[src/rtl/mux_arb_pkg.sv]
// Shared types and helpers for the round-robin mux arbiter.
package mux_arb_pkg;

  localparam int unsigned N_REQ = 4;
  localparam int unsigned SEL_W = 2;

  typedef enum logic [1:0] {
    IDLE,
    GRANT,
    GAP
  } arb_state_t;

  // One-hot decode of a 2-bit owner index.
  function automatic logic [N_REQ-1:0] onehot4(input logic [SEL_W-1:0] idx);
    return 4'b0001 << idx;
  endfunction

endpackage

[src/rtl/rr_pick4.sv]
// Combinational rotate-priority picker: scans last_ptr+1 .. last_ptr+4 (mod 4)
// and returns the first asserted request index.
module rr_pick4
  import mux_arb_pkg::*;
(
  input  logic [N_REQ-1:0] req,
  input  logic [SEL_W-1:0] last_ptr,
  output logic [SEL_W-1:0] pick,
  output logic             any
);

  // First hit wins; offset 4 wraps back onto last_ptr itself (lowest priority).
  always_comb begin
    pick = last_ptr;
    any  = 1'b0;
    for (int k = 1; k <= N_REQ; k++) begin
      if (!any && req[last_ptr + SEL_W'(k)]) begin
        any  = 1'b1;
        pick = last_ptr + SEL_W'(k);
      end
    end
  end

endmodule

[src/rtl/mux_rr_arbiter.sv]
// Round-robin arbiter owning the select lines of a 4:1 single-bit mux.
// Registered one-hot grant with a one-cycle break-before-make gap between owners.
// Optional feature: define MUXARB_TIMEOUT_EN to force release of an owner that has
// held the mux for MAX_HOLD cycles while another requester is waiting.
module mux_rr_arbiter
  import mux_arb_pkg::*;
#(
  parameter int unsigned MAX_HOLD = 15,
  parameter int unsigned CNT_W    = 4
) (
  input  logic             clk,
  input  logic             rst_n,
  input  logic [N_REQ-1:0] req,
  output logic [N_REQ-1:0] gnt,
  output logic             s0,
  output logic             s1,
  output logic             sel_valid,
  output logic             timeout_o
);

  // Reject a hold counter too narrow to reach MAX_HOLD.
  if ((1 << CNT_W) <= MAX_HOLD) begin : g_cnt_w_check
    $error("CNT_W too small for MAX_HOLD");
  end

  arb_state_t       state_q, state_d;
  logic [N_REQ-1:0] gnt_q, gnt_d;
  logic [SEL_W-1:0] sel_q, sel_d;
  logic [SEL_W-1:0] ptr_q, ptr_d;
  logic [SEL_W-1:0] pick;
  logic             any;

`ifdef MUXARB_TIMEOUT_EN
  logic [CNT_W-1:0] hold_q, hold_d;
  logic             to_q, to_d;
  logic             force_rel;

  // Owner has used its budget and someone else is waiting.
  assign force_rel = (hold_q == CNT_W'(MAX_HOLD)) && |(req & ~gnt_q);
`endif

  rr_pick4 u_pick (
    .req      (req),
    .last_ptr (ptr_q),
    .pick     (pick),
    .any      (any)
  );

  // Next-state, grant and pointer decisions.
  always_comb begin
    state_d = state_q;
    gnt_d   = gnt_q;
    sel_d   = sel_q;
    ptr_d   = ptr_q;
`ifdef MUXARB_TIMEOUT_EN
    hold_d  = hold_q;
    to_d    = 1'b0;
`endif
    unique case (state_q)
      IDLE: begin
        if (any) begin
          state_d = GRANT;
          gnt_d   = onehot4(pick);
          sel_d   = pick;
          ptr_d   = pick;
`ifdef MUXARB_TIMEOUT_EN
          hold_d  = '0;
`endif
        end
      end
      GRANT: begin
`ifdef MUXARB_TIMEOUT_EN
        if (force_rel) begin
          state_d = GAP;
          gnt_d   = '0;
          to_d    = 1'b1;
        end else if (!req[sel_q]) begin
          state_d = GAP;
          gnt_d   = '0;
        end else if (hold_q != CNT_W'(MAX_HOLD)) begin
          hold_d  = hold_q + 1'b1;
        end
`else
        if (!req[sel_q]) begin
          state_d = GAP;
          gnt_d   = '0;
        end
`endif
      end
      GAP: begin
        // sel keeps its value so the mux select does not glitch during the gap.
        state_d = IDLE;
      end
      default: begin
        state_d = IDLE;
        gnt_d   = '0;
      end
    endcase
  end

  // State, grant, select and pointer registers.
  always_ff @(posedge clk or negedge rst_n) begin
    if (!rst_n) begin
      state_q <= IDLE;
      gnt_q   <= '0;
      sel_q   <= '0;
      ptr_q   <= 2'd3;
    end else begin
      state_q <= state_d;
      gnt_q   <= gnt_d;
      sel_q   <= sel_d;
      ptr_q   <= ptr_d;
    end
  end

`ifdef MUXARB_TIMEOUT_EN
  // Hold counter and timeout pulse registers.
  always_ff @(posedge clk or negedge rst_n) begin
    if (!rst_n) begin
      hold_q <= '0;
      to_q   <= 1'b0;
    end else begin
      hold_q <= hold_d;
      to_q   <= to_d;
    end
  end

  assign timeout_o = to_q;
`else
  assign timeout_o = 1'b0;
`endif

  assign gnt       = gnt_q;
  assign s0        = sel_q[0];
  assign s1        = sel_q[1];
  assign sel_valid = |gnt_q;

endmodule

[config.mk]
export PLATFORM = sky130hd
export DESIGN_NAME = mux_rr_arbiter
export DESIGN_NICKNAME = d
export VERILOG_FILES = /design/src/rtl/mux_arb_pkg.sv /design/src/rtl/rr_pick4.sv /design/src/rtl/mux_rr_arbiter.sv
export SDC_FILE = /design/constraint.sdc
export NUM_CORES = 1
export LEC_CHECK = 0
export BUFFER_PORTS_ARGS = -buffer_cell sky130_fd_sc_hd__buf_4
export CAP_MARGIN = 5
export CORE_MARGIN = 1
export CORE_UTILIZATION = 45
export DETAILED_ROUTE_END_ITERATION = 6
export PLACE_DENSITY = 0.73
export SYNTH_ARGS = -nofsm -noshare
export SYNTH_HDL_FRONTEND = slang
export SYNTH_HIERARCHICAL = 1
export SYNTH_SLANG_ARGS = --single-unit
[constraint.sdc]
create_clock -name clk -period 4.7 [get_ports clk]
set_clock_uncertainty 0.1 [all_clocks]
set_input_delay 0.235 -clock clk [delete_from_list [all_inputs] [get_ports clk]]
set_output_delay 0.235 -clock clk [all_outputs]
set_load 0.01 [all_outputs]
Word-level counts from Yosys, hierarchy flattened
Index checks and enable logic that the tools add are counted.
- register bits: 10
- word-level logic and storage cells: 53
- output and inout port bits: 8
- muxes and demuxes: 24
- shifts and indexed selects: 1
- reduce and logical (&&, ||, !) cells: 11
- eq/ne operators: 4
- bitwise operators: 1
- add/subtract/negate cells: 3
- $lt $le $gt $ge: 5
- operators with widths (operator ; number):
    2-bit by 3-bit < comparator with 1-bit output, second input constant ; 5
    2-bit two-way mux ; 6
    4-bit one-hot mux with 3 select lines ; 1
    1-bit binary-select mux with 2-bit select ; 5
    1-bit two-way mux ; 9
    4-bit two-way mux ; 2
    2-bit adder, second input constant ; 2
    2-bit != test, second input constant ; 2
    2-bit one-hot mux with 2 select lines ; 1
    2-bit AND reduction ; 2
    4-bit OR reduction ; 1
    1-bit by 2-bit << shifter with 4-bit output, first input constant ; 1
    1-bit logical AND ; 3
    1-bit zero test ; 3
    3-bit AND reduction ; 1
    2-bit by 1-bit adder with 2-bit output, second input constant ; 1
    2-bit by 1-bit equality test with 1-bit output, second input constant ; 1
    2-bit equality test, second input constant ; 1
    2-bit zero test ; 1
    1-bit inverter ; 1

Longest topological paths before layout
Gate-level depths: netlist (run 1).
- word-level depth: 16
- depth in mapped cells: 6
- gate-level depth less buffers: 6

Cells and area by module
Netlist (run 1), hierarchy kept.
- modules (own cells, without submodules) (module ; area each (um^2) ; sequential area each (um^2) ; times used ; cells each):
    mux_rr_arbiter ; 510.5 ; 252.7 ; 1 ; 42
    rr_pick4 ; 82.6 ; 0.0 ; 1 ; 14

Worst setup path after synthesis (run 1)
Ideal clock, no wire load.
- path type: register to register
- start point: reg ptr_q[1]
- end point: reg gnt_q[2], in the netlist gnt[2]
- stages on the path, launching flop included: 7
- slack: 3001 ps
- arrival time: 1521 ps
- path buffers: 0
- library setup time: 78 ps
- required time: 4522 ps
- cell sequence: dfstp_2 mux2i_1 nor2_1 a221o_1 nor4bb_1 a21oi_1 o2bb2ai_1
- word-level cells in the longest chain between the ends: 16
- ends and longest elaborated chain (element ; RTL line ; text):
    start, declared ; mux_rr_arbiter.sv:29 ; logic [SEL_W-1:0] ptr_q, ptr_d;
    start signal, assigned ; mux_rr_arbiter.sv:112 ; ptr_q <= ptr_d;
    2-bit by 1-bit adder with 2-bit output ; rr_pick4.sv:17 ; if (!any && req[last_ptr + SEL_W'(k)]) begin
    1-bit binary-select mux with 2-bit select ; rr_pick4.sv:17 ;
    1-bit two-way mux (not written as such) ; rr_pick4.sv:17 ;
    1-bit two-way mux ; rr_pick4.sv:17 ;
    1-bit zero test ; rr_pick4.sv:17 ;
    1-bit logical AND ; rr_pick4.sv:17 ;
    1-bit two-way mux ; rr_pick4.sv:17 ;
    1-bit zero test ; rr_pick4.sv:17 ;
    1-bit logical AND ; rr_pick4.sv:17 ;
    1-bit two-way mux ; rr_pick4.sv:17 ;
    1-bit zero test ; rr_pick4.sv:17 ;
    1-bit logical AND ; rr_pick4.sv:17 ;
    2-bit two-way mux (*) ; rr_pick4.sv:17 ;
    net pick[0] ; mux_rr_arbiter.sv:30 ; logic [SEL_W-1:0] pick;
    1-bit by 2-bit << shifter with 4-bit output (*) ; mux_arb_pkg.sv:15 ; return 4'b0001 << idx;
    4-bit two-way mux (*) ; mux_rr_arbiter.sv:61 ; if (any) begin
    4-bit one-hot mux with 3 select lines (*) ; mux_rr_arbiter.sv:59 ; unique case (state_q)
    end signal, assigned ; mux_rr_arbiter.sv:110 ; gnt_q <= gnt_d;
    end, declared ; mux_rr_arbiter.sv:27 ; logic [N_REQ-1:0] gnt_q, gnt_d;
The timed path passes the listed nets; every way through them passes the cells marked *. The select of a mux whose other input is x is not followed.
A chain may end at the register's enable or synchronous reset.

Final worst setup path (run 1)
Same ends and word-level chain as after synthesis.

==> flow_summary.toml, run 1 <==
[clock_network]
cts_buffers = 3
tritoncts = "built"
clk_latency_ns = 0.27
clk_pin_slew_worst_paths_ns = 0.07
cts_buffer_depth = 2
cts-root-buf = "clkbuf_4"
htreeDepth = 1
postCtsSetupBuffers = 0
cts_sinks = 10

[floorplan]
num_rows = 12
dieArea_um2 = 1470
die_w_um = 38.3
start_util_pct = 50.6
core_um2 = 1170
die_h_um = 38.3
io_pins = 14

[drt]
drt_iter0_markers = 15
drt_pre_antenna_iters = 4
routed_via_density = 5.74
vias = 488
wl_per_cell_um = 13.8
met1Wirelength_um = 568
wl_met3_um = 65
highest_layer = "met4"
drt-total-wl_um = 1170
post-route-drc-count = 0
met2_length_um = 525
drtAntennaViolNets = 0

[timing]
rsz0062_at_grt = "false"
fin_tns_setup_ns = 0
fin_crit_sh_pct = 40.4
fin_crit_ns = 1.90
finalSetupViolCount = 0
finalMaxSlewViolations = 0
layout_setup_ws_ns = 2.80
finalHoldViolations = 0
max_freq_ghz = 0.527

[power_and_ir_drop]
vdd_drop_max_v = 0.000316
power_density_nw_per_um2 = 752
p_leak_nw = 0.340

[global_route]
grt_max_degree = 11
grtUsageTotal_pct = 20.6
grt_pass1_wl_um = 1950
antenna_found_initial = 0
grt_pass1_vias = 438
grt-ovfl-total = 0

[yosys]
synth_top_area_cell = "dfrtp_1"
ys_types = 26
syn_avg_cell_area_um2 = 10.6
synth_top_area_share_pct = 33.8
syn_inst = 56
synthesis.nets = 62
synth_area_um2 = 593
synth-warning-count = 6
ys_seq_elements = 10
synth-seq-area-share_pct = 42.6
synth_area_leaders = "dfrtp_1 (34%), dfstp_2 (8.9%), mux2i_1 (8.4%)"

[layout]
fill_cells = 95
multiInputGateArea_um2 = 314
antenna_cells = 0
seqCellArea_um2 = 253
final_area_um2 = 732
area_growth_pct = 23.4
fin_nets = 78
fin_cells = 85
layout-drive-gt1-share_pct = 35.2

[critical_path]
cp_slowest_cell = "dfstp_2"
arrival_ns = 1.99
slowest_delay_ns = 0.60
cp.required_ns = 4.79
cp_max_fo = 8
path_cells = "mux2i_1 > nor2_1 > a221o_1 > nor4bb_1 > a21oi_1 > o2bb2ai_1"
criticalPathCategory = "reg2reg"
start_kind = "flop"
end_kind = "flop"

[flow_run]
drv_cap = 0

[outcome]
outcome = "finished, final reports clean"

[placed_design]
place_inst = 80
dp_hpwl_um = 837
pre_cts_slack_ns = 2.87
place_congestion = 0.771
placed_cell_area_um2 = 686
port_buffers = 12

[min_path]
hp-class = "in2async"
[repair_timing]
item                      CTS  global route
hold endpoints to repair   10             0
hold buffers                1             0
gates resized for setup     0             0
[through the flow]
stage	hold WS, ns	utilization, %	power [W]
after global placement	-0.0308	58.5	0.000470
after floorplan	-0.161	-	0.000380
final	0.218	62.5	0.000550
after global routing	0.226	62.5	0.000595
after CTS	0.213	62.5	0.000554
after detailed placement	-0.0305	58.5	0.000471
[cell usage after synthesis]
master,count
nor2_2,1
dfstp_2,2
conb_1,1
mux2i_1,5
dfrtp_1,8
o22ai_1,1
nor2_1,3
nand2b_1,2
nand3b_1,1
or4_1,2
or3b_1,1
nor2b_1,1
nor4bb_1,2
o22ai_2,1
buf_4,2
mux2_2,4
a31oi_1,1
nor3_1,1
or2_2,1
o2bb2ai_1,4
nor3b_1,1
nand2_1,1
a221o_1,1
and4b_1,1
inv_1,3
a21oi_1,5
[registers in the layout (all words and copies together) (netlist names)]
signal   flops
sel_q        2
gnt          4
ptr_q        2
state_q      2
[cell type report]
type	count	share of cell area [%]
Clock buffer	4	4.96
Multi-Input combinational cell	41	42.9
Sequential cell	10	34.5
Tap cell	14	2.39
Inverter	3	1.54
Timing Repair Buffer	13	13.7
[final timing paths]
check / start / to / slack, ns / cells after the start
worst min-delay path: rst_n / gnt[1] / 0.22 / 2
max in group asynchronous: rst_n / ptr_q[0] / 4.07 / 2
worst min register to register: gnt[0] / gnt[0] / 0.44 / 1
min in group clk: req[2] / state_q[1] / 0.38 / 4
worst max-delay path: ptr_q[1] / gnt[2] / 2.80 / 6
worst max register to register: ptr_q[1] / gnt[2] / 2.80 / 6
[cell usage in the layout (no fill, tap or decap)]
master         Yosys  routed
dlygate4sd3_1      0       1
nand2_1            1       1
nor2b_1            1       1
o22ai_2            1       1
nor4bb_1           2       2
clkbuf_8           0       1
inv_1              3       3
o22ai_1            1       1
a31oi_1            1       1
or3b_1             1       1
mux2i_1            5       5
nand2b_1           2       2
buf_4              2      12
dfstp_2            2       2
nor3_1             1       1
and4b_1            1       1
conb_1             1       1
or2_2              1       1
nand3b_1           1       1
or4_1              2       2
o2bb2ai_1          4       4
nor3b_1            1       1
nor2_2             1       1
dfrtp_1            8       8
nor2_1             3       3
clkbuf_4           0       3
a21oi_1            5       5
mux2_2             4       4
a221o_1            1       1
[worst max-delay path: cells and delay by family, from the launching register on]
family / cells / cell delay, ns
DFF: 1 / 0.60
AOI/OAI and AO/OA: 3 / 0.56
and+or+nand+nor: 2 / 0.36
muxes: 1 / 0.19
[routing by layer]
layer  vias to the layer above  global-route usage, %
met5                         -                      0
met4                         0                   10.7
met3                         2                   8.72
met2                        15                   28.4
met1                       234                   27.2
li1                        237                      -
[power by group]
part | switching [W] | total, W | internal (W)
clock network | 0.0000314 | 0.0000784 | 0.0000471
logic | 0.000121 | 0.000274 | 0.000153
registers | 0.0000595 | 0.000198 | 0.000138
[cell families (layout without fill, tap and decap cells)]
| group | Yosys count | in the layout | synth area share, % |
|---|---|---|---|
| AO/OA/AOI/OAI | 13 | 13 | 16.0 |
| AND/OR/NAND/NOR | 18 | 18 | 20.3 |
| buffers and inverters | 5 | 20 | 4.43 |
| multiplexers | 9 | 9 | 16.0 |
| flip-flops | 10 | 10 | 42.6 |
| other | 1 | 1 | 0.632 |
Note: power is estimated with default switching activity, not from simulation.
==> run 2, diff against run 1 <==
--- a/config.mk
+++ b/config.mk
@@ -5,12 +5,13 @@
 export SDC_FILE = /design/constraint.sdc
 export NUM_CORES = 1
 export LEC_CHECK = 0
+export ABC_AREA = 1
 export BUFFER_PORTS_ARGS = -buffer_cell sky130_fd_sc_hd__buf_4
 export CAP_MARGIN = 5
 export CORE_MARGIN = 1
 export CORE_UTILIZATION = 45
 export DETAILED_ROUTE_END_ITERATION = 6
-export PLACE_DENSITY = 0.73
+export PLACE_DENSITY = 0.71
 export SYNTH_ARGS = -nofsm -noshare
 export SYNTH_HDL_FRONTEND = slang
 export SYNTH_HIERARCHICAL = 1
==> constraint.sdc (replaced) <==
create_clock -name clk -period 1.9 [get_ports clk]
set_clock_uncertainty 0.1 [all_clocks]
set_input_delay 0.095 -clock clk [delete_from_list [all_inputs] [get_ports clk]]
set_output_delay 0.095 -clock clk [all_outputs]
set_load 0.01 [all_outputs]
==> run 2 against run 1 <==
Net effect:
- register-to-register slack got worse by 2.8 ns
- first-iteration DRC count unchanged
- final area increased by 41%
- area after synthesis increased by 22%
- largest cell class unchanged
- highest routed layer unchanged
==> flow_summary.toml, run 2 <==
[outcome]
outcome = "finished, final reports clean"

[layout]
layout_commonest_cell = "nand2_1"
fill_cells = 115
multiInputGateArea_um2 = 518
layout-drive-gt1-share_pct = 48.8
fin_nets = 134
antenna_cells = 0
area_growth_pct = 42.7
mostFrequentLayoutCells = "nand2_1 (30), buf_4 (16), nand2_2 (11)"
seqCellArea_um2 = 253
largest_reg_flops = 4

[yosys]
synth_edf_count = 0
synth_most_common_cell = "nand2_1"
synth_common_cells = "nand2_1 (42), nand3_1 (13), dfrtp_1 (8)"
synth_top_area_cell = "dfrtp_1"
synth-adder-area-share_pct = 0
synth_xor_area_share_pct = 1.21
syn_inst = 104
synth_area_leaders = "dfrtp_1 (28%), nand2_1 (22%), nand3_1 (9.0%)"
ys_types = 24
synth_top_area_share_pct = 27.7
synthesis.nets = 110
synth_compound_area_share_pct = 7.09
syn_avg_cell_area_um2 = 6.95
synthFlopType = "dfrtp_1"
synth_area_um2 = 723
async_reset_ff_share_pct = 100
synth_top_family_by_area = "simple AND/OR/NAND/NOR gates"
muxShareOfSynthArea_pct = 0
synth-warning-count = 6
ys_seq_elements = 10
synthSimpleGateAreaFrac_pct = 48.1
synth-seq-area-share_pct = 34.9

[global_route]
grtUsageTotal_pct = 20.8
grt_pass1_wl_um = 2820
grt_max_degree = 11
grt_pass1_vias = 694
antenna_found_initial = 0
grt-ovfl-total = 0
use_met2_pct = 36.3
met3_usage_pct = 1.29
met1_usage_pct = 24.7
top_usage_layer = "met2"

[placed_design]
port_buffers = 12
place_congestion = 0.845
pre_cts_slack_ns = -0.0742
dp_hpwl_um = 1270

[drt]
vias = 758
routed_via_density = 5.30
drt-total-wl_um = 1900
drt_iter0_markers = 15
drt_pre_antenna_iters = 4
drtAntennaViolNets = 0
wl_per_cell_um = 13.3
post-route-drc-count = 0

[clock_network]
clk_pin_slew_worst_paths_ns = 0.07
cts_buffer_depth = 2
cts-root-buf = "clkbuf_4"
clk_latency_ns = 0.26
cts_buffers = 3
cts_sinks = 10
htreeDepth = 1
tritoncts = "built"

[min_path]
hp-class = "in2async"

[floorplan]
io_pins = 14
dieArea_um2 = 1770
die_w_um = 42.1
start_util_pct = 48.0
die_h_um = 42.1
num_rows = 14
core_um2 = 1510

[flow_run]
drv_cap = 0

[critical_path]
cp_max_fo = 7
arrival_ns = 1.96
start_kind = "flop"
end_kind = "flop"
cp.required_ns = 2.00
criticalPathCategory = "reg2reg"

[timing]
max_freq_ghz = 0.538
finalSetupViolCount = 0
layout_setup_ws_ns = 0.0424
finalMaxSlewViolations = 0
rsz0062_at_grt = "true"
fin_crit_ns = 1.86
fin_crit_sh_pct = 97.8
finalHoldViolations = 0
==> run 2: cell types whose count changed after synthesis, moves of 3 or more <==
| cell | before | now |
|---|---|---|
| o21ai_0 | 0 | 3 |
| mux2i_1 | 5 | 0 |
| nand2_1 | 1 | 42 |
| o2bb2ai_1 | 4 | 0 |
| a21oi_1 | 5 | 2 |
| inv_1 | 3 | 7 |
| nand3_1 | 0 | 13 |
| mux2_2 | 4 | 0 |
| nand2_2 | 0 | 5 |
==> run 2: kinds of logic after synthesis <==
| group | after synthesis |
|---|---|
| buf+inv | 12 |
| xor+xnor | 1 |
| other cells | 1 |
| flops | 10 |
| simple gates | 71 |
| compound gates | 9 |
==> run 2: timing repair <==
item / in CTS / in global routing
endpoints found under the setup margin: 5 / 8
hold endpoints to repair: 10 / 0
cloned: 0 / 0
hold buffers: 1 / 0
buffers inserted: 2 / 2
resized for setup: 10 / 27
pin swaps: 2 / 18
==> run 2: worst paths after layout <==
kind                       depth (start not counted)  startpoint  slack [ns]    endpoint
setup / recovery                                  10    ptr_q[0]        0.04    ptr_q[0]
hold / removal                                     2       rst_n         0.1      gnt[3]
setup reg to reg                                  10    ptr_q[0]        0.04    ptr_q[0]
hold reg to reg                                    2      gnt[2]        0.41      gnt[2]
max in group asynchronous                          2       rst_n        1.37    ptr_q[1]
min in group clk                                   4      req[2]        0.10  state_q[1]
==> run 2: layer usage <==
| layer | wire length, um | vias up |
|---|---|---|
| met3 | 54 | 4 |
| met2 | 1000 | 13 |
| met1 | 811 | 364 |
| met5 | 0 | - |
| met4 | 31 | 0 |
| li1 | - | 377 |
==> run 2: area by class of cell <==
type / count / area share [%]
well taps: 16 / 1.94
repair buffers: 21 / 17.0
clock buffers: 4 / 2.55
multi-input cells: 82 / 50.2
inverters: 10 / 3.88
flip-flops and latches: 10 / 24.5
==> run 2: worst max-delay path, stage by stage, from the launching register on <==
cell,delay [ns]
dfstp_2,0.61
inv_4,0.08
nand2_1,0.08
nand3_1,0.16
a21oi_4,0.23
nand4_1,0.12
inv_2,0.15
nor2_8,0.08
inv_2,0.08
nand2_1,0.05
nand2_1,0.06
==> run 2: through the flow <==
step / area [um2] / setup TNS [ns] / hold WS, ns / util, % / cells
6_report: 1030 / 0 / 0.0989 / 68.5 / 143
5_1_grt: 1030 / -0.478 / 0.117 / 68.5 / 143
4_1_cts: 926 / 0 / 0.0852 / 61.5 / 142
3_5_place_dp: 852 / -0.287 / -0.166 / 56.6 / 135
3_3_place_gp: 852 / -0.155 / -0.170 / 56.6 / 135
2_1_floorplan: 723 / 0 / -0.301 / - / 104
Power of run 2 is not shown: default switching activity piles up to over one toggle a cycle in this logic, so the estimate is an artifact.
==> run 3, diff against run 2 <==
--- a/config.mk
+++ b/config.mk
@@ -10,8 +10,10 @@
 export CAP_MARGIN = 5
 export CORE_MARGIN = 1
 export CORE_UTILIZATION = 45
+export CTS_BUF_LIST = sky130_fd_sc_hd__clkbuf_4
 export DETAILED_ROUTE_END_ITERATION = 6
 export PLACE_DENSITY = 0.71
+export SKIP_CTS_REPAIR_TIMING = 1
 export SYNTH_ARGS = -nofsm -noshare
 export SYNTH_HDL_FRONTEND = slang
 export SYNTH_HIERARCHICAL = 1
==> run 3 against run 2 <==
Net effect:
- register-to-register slack worse by 0.03 ns
- critical path depth up 2
- sequential share of layout area up 1.1 points
- clock-buffer cell count unchanged
- via count up 1.7%
- die area unchanged
- routed wire length down 2.4%
- core utilization down 3.0 points
- non-clock buffer count down 1
- global-route usage down 1.2 points
- critical path type unchanged
==> flow_summary.toml, run 3 (synthesized netlist as in run 2, its figures left out) <==
[drt]
vias = 771
drtAntennaViolNets = 0
wl_per_cell_um = 13.1
routed_via_density = 5.43
drt_pre_antenna_iters = 4
drt_iter0_markers = 25
drt-total-wl_um = 1850
post-route-drc-count = 0

[timing]
fin_tns_setup_ns = 0
finalMaxSlewViolations = 0
fin_crit_ns = 1.89
rsz0062_at_grt = "true"
finalSetupViolCount = 0
fin_crit_sh_pct = 99.5
max_freq_ghz = 0.529
finalHoldViolations = 0

[floorplan]
dieArea_um2 = 1770
io_pins = 14
die_w_um = 42.1
core_um2 = 1510
start_util_pct = 48.0
num_rows = 14
die_h_um = 42.1

[global_route]
grt_max_degree = 11
grt-ovfl-total = 0
grt_pass1_vias = 665
antenna_found_initial = 0
grtUsageTotal_pct = 19.6
grt_pass1_wl_um = 2670

[layout]
layout-drive-gt1-share_pct = 47.6
layout_commonest_cell = "nand2_1"
area_growth_pct = 36.5
seqCellArea_um2 = 253
final_core_util_pct = 65.5
fin_nets = 133
multiInputGateArea_um2 = 484
antenna_cells = 0
mostFrequentLayoutCells = "nand2_1 (28), nand2_2 (18), buf_4 (17)"
fill_cells = 130
largest_reg_flops = 4

[flow_run]
drv_cap = 0

[critical_path]
cp_max_fo = 6
criticalPathCategory = "reg2reg"
crit_buf_inv = 2
path_cells = "buf_6 > nand2_2 > nand2_2 > nand2_2 > nand2_4 > a21oi_4 > nand4_1 > inv_2 > o21ai_4 > nand2_2 > nand2_2 > nand2_2"
arrival_ns = 1.96
cp_slowest_cell = "dfstp_2"
cp.required_ns = 1.97
critPathMostFrequentCell = "nand2_2"
end_kind = "flop"
cpLargestDelayFamily = "simple AND/OR/NAND/NOR gates"
start_kind = "flop"
slowest_delay_ns = 0.61

[power_and_ir_drop]
p_leak_nw = 0.524
p_switching_w = 0.00112
power_density_nw_per_um2 = 2220
p_seq_share_pct = 18.7
clockPowerShare_pct = 7.7
intPower_w = 0.00107
switching_share_pct = 51.1
vdd_drop_max_v = 0.00121
combPwrFrac_pct = 73.5

[clock_network]
cts_sinks = 10
cts_buffer_depth = 2
cts_buffers = 3
htreeDepth = 1
tritoncts = "built"
clk_latency_ns = 0.27
cts-root-buf = "clkbuf_4"
clk_pin_slew_worst_paths_ns = 0.07

[placed_design]
dp_hpwl_um = 1270
place_congestion = 0.845
port_buffers = 12

[min_path]
hp-class = "in2async"

[outcome]
outcome = "finished, final reports clean"
-- run 3: path summary, 6_finish.rpt --
| check | from | end | slack, ns | depth (start not counted) |
|---|---|---|---|---|
| max | ptr_q[0] | gnt[0] | 0.01 | 12 |
| min | rst_n | gnt[3] | 0.1 | 2 |
| max reg2reg | ptr_q[0] | gnt[0] | 0.01 | 12 |
| min reg2reg | gnt[2] | gnt[2] | 0.41 | 2 |
| max in group asynchronous | rst_n | ptr_q[1] | 1.37 | 2 |
| min in group clk | req[2] | state_q[1] | 0.10 | 4 |
-- run 3: cell type report --
cell class,count,area share (%)
tap,16,2.03
multi-input combinational,82,49.0
inverter,10,4.06
clock buffer,4,3.04
sequential,10,25.6
timing repair buffer,20,16.2
-- run 3: stage by stage --
| stage | hold WS, ns | instance area [um2] | total power [W] | worst slack (ns) | std cells |
|---|---|---|---|---|---|
| 2_1_floorplan | -0.301 | 723 | 0.00129 | 0.0783 | 104 |
| 3_3_place_gp | -0.170 | 852 | 0.00164 | -0.0438 | 135 |
| 3_5_place_dp | -0.166 | 852 | 0.00167 | -0.0742 | 135 |
| 4_1_cts | -0.459 | 882 | 0.00185 | -0.0986 | 139 |
| 5_1_grt | 0.116 | 987 | 0.00236 | -0.0799 | 142 |
| 6_report | 0.0975 | 987 | 0.00219 | 0.0103 | 142 |
-- run 3: metal layers --
layer  GRT usage, %  share of wire [%]  up-vias
met1           23.6                 43      365
met2           33.4                 51       23
li1               -                  -      376
met4           13.1                3.1        0
met3           1.29                3.1        7
met5              0                  0        -
-- run 3: power by group through the flow --
stage	sequential [W]	clock (W)	combinational (W)
after floorplan	0.000401	0	0.000893
after global placement	0.000403	0	0.00123
after detailed placement	0.000407	0	0.00126
after CTS	0.000405	0.000173	0.00127
after global routing	0.000420	0.000183	0.00175
final	0.000410	0.000169	0.00161
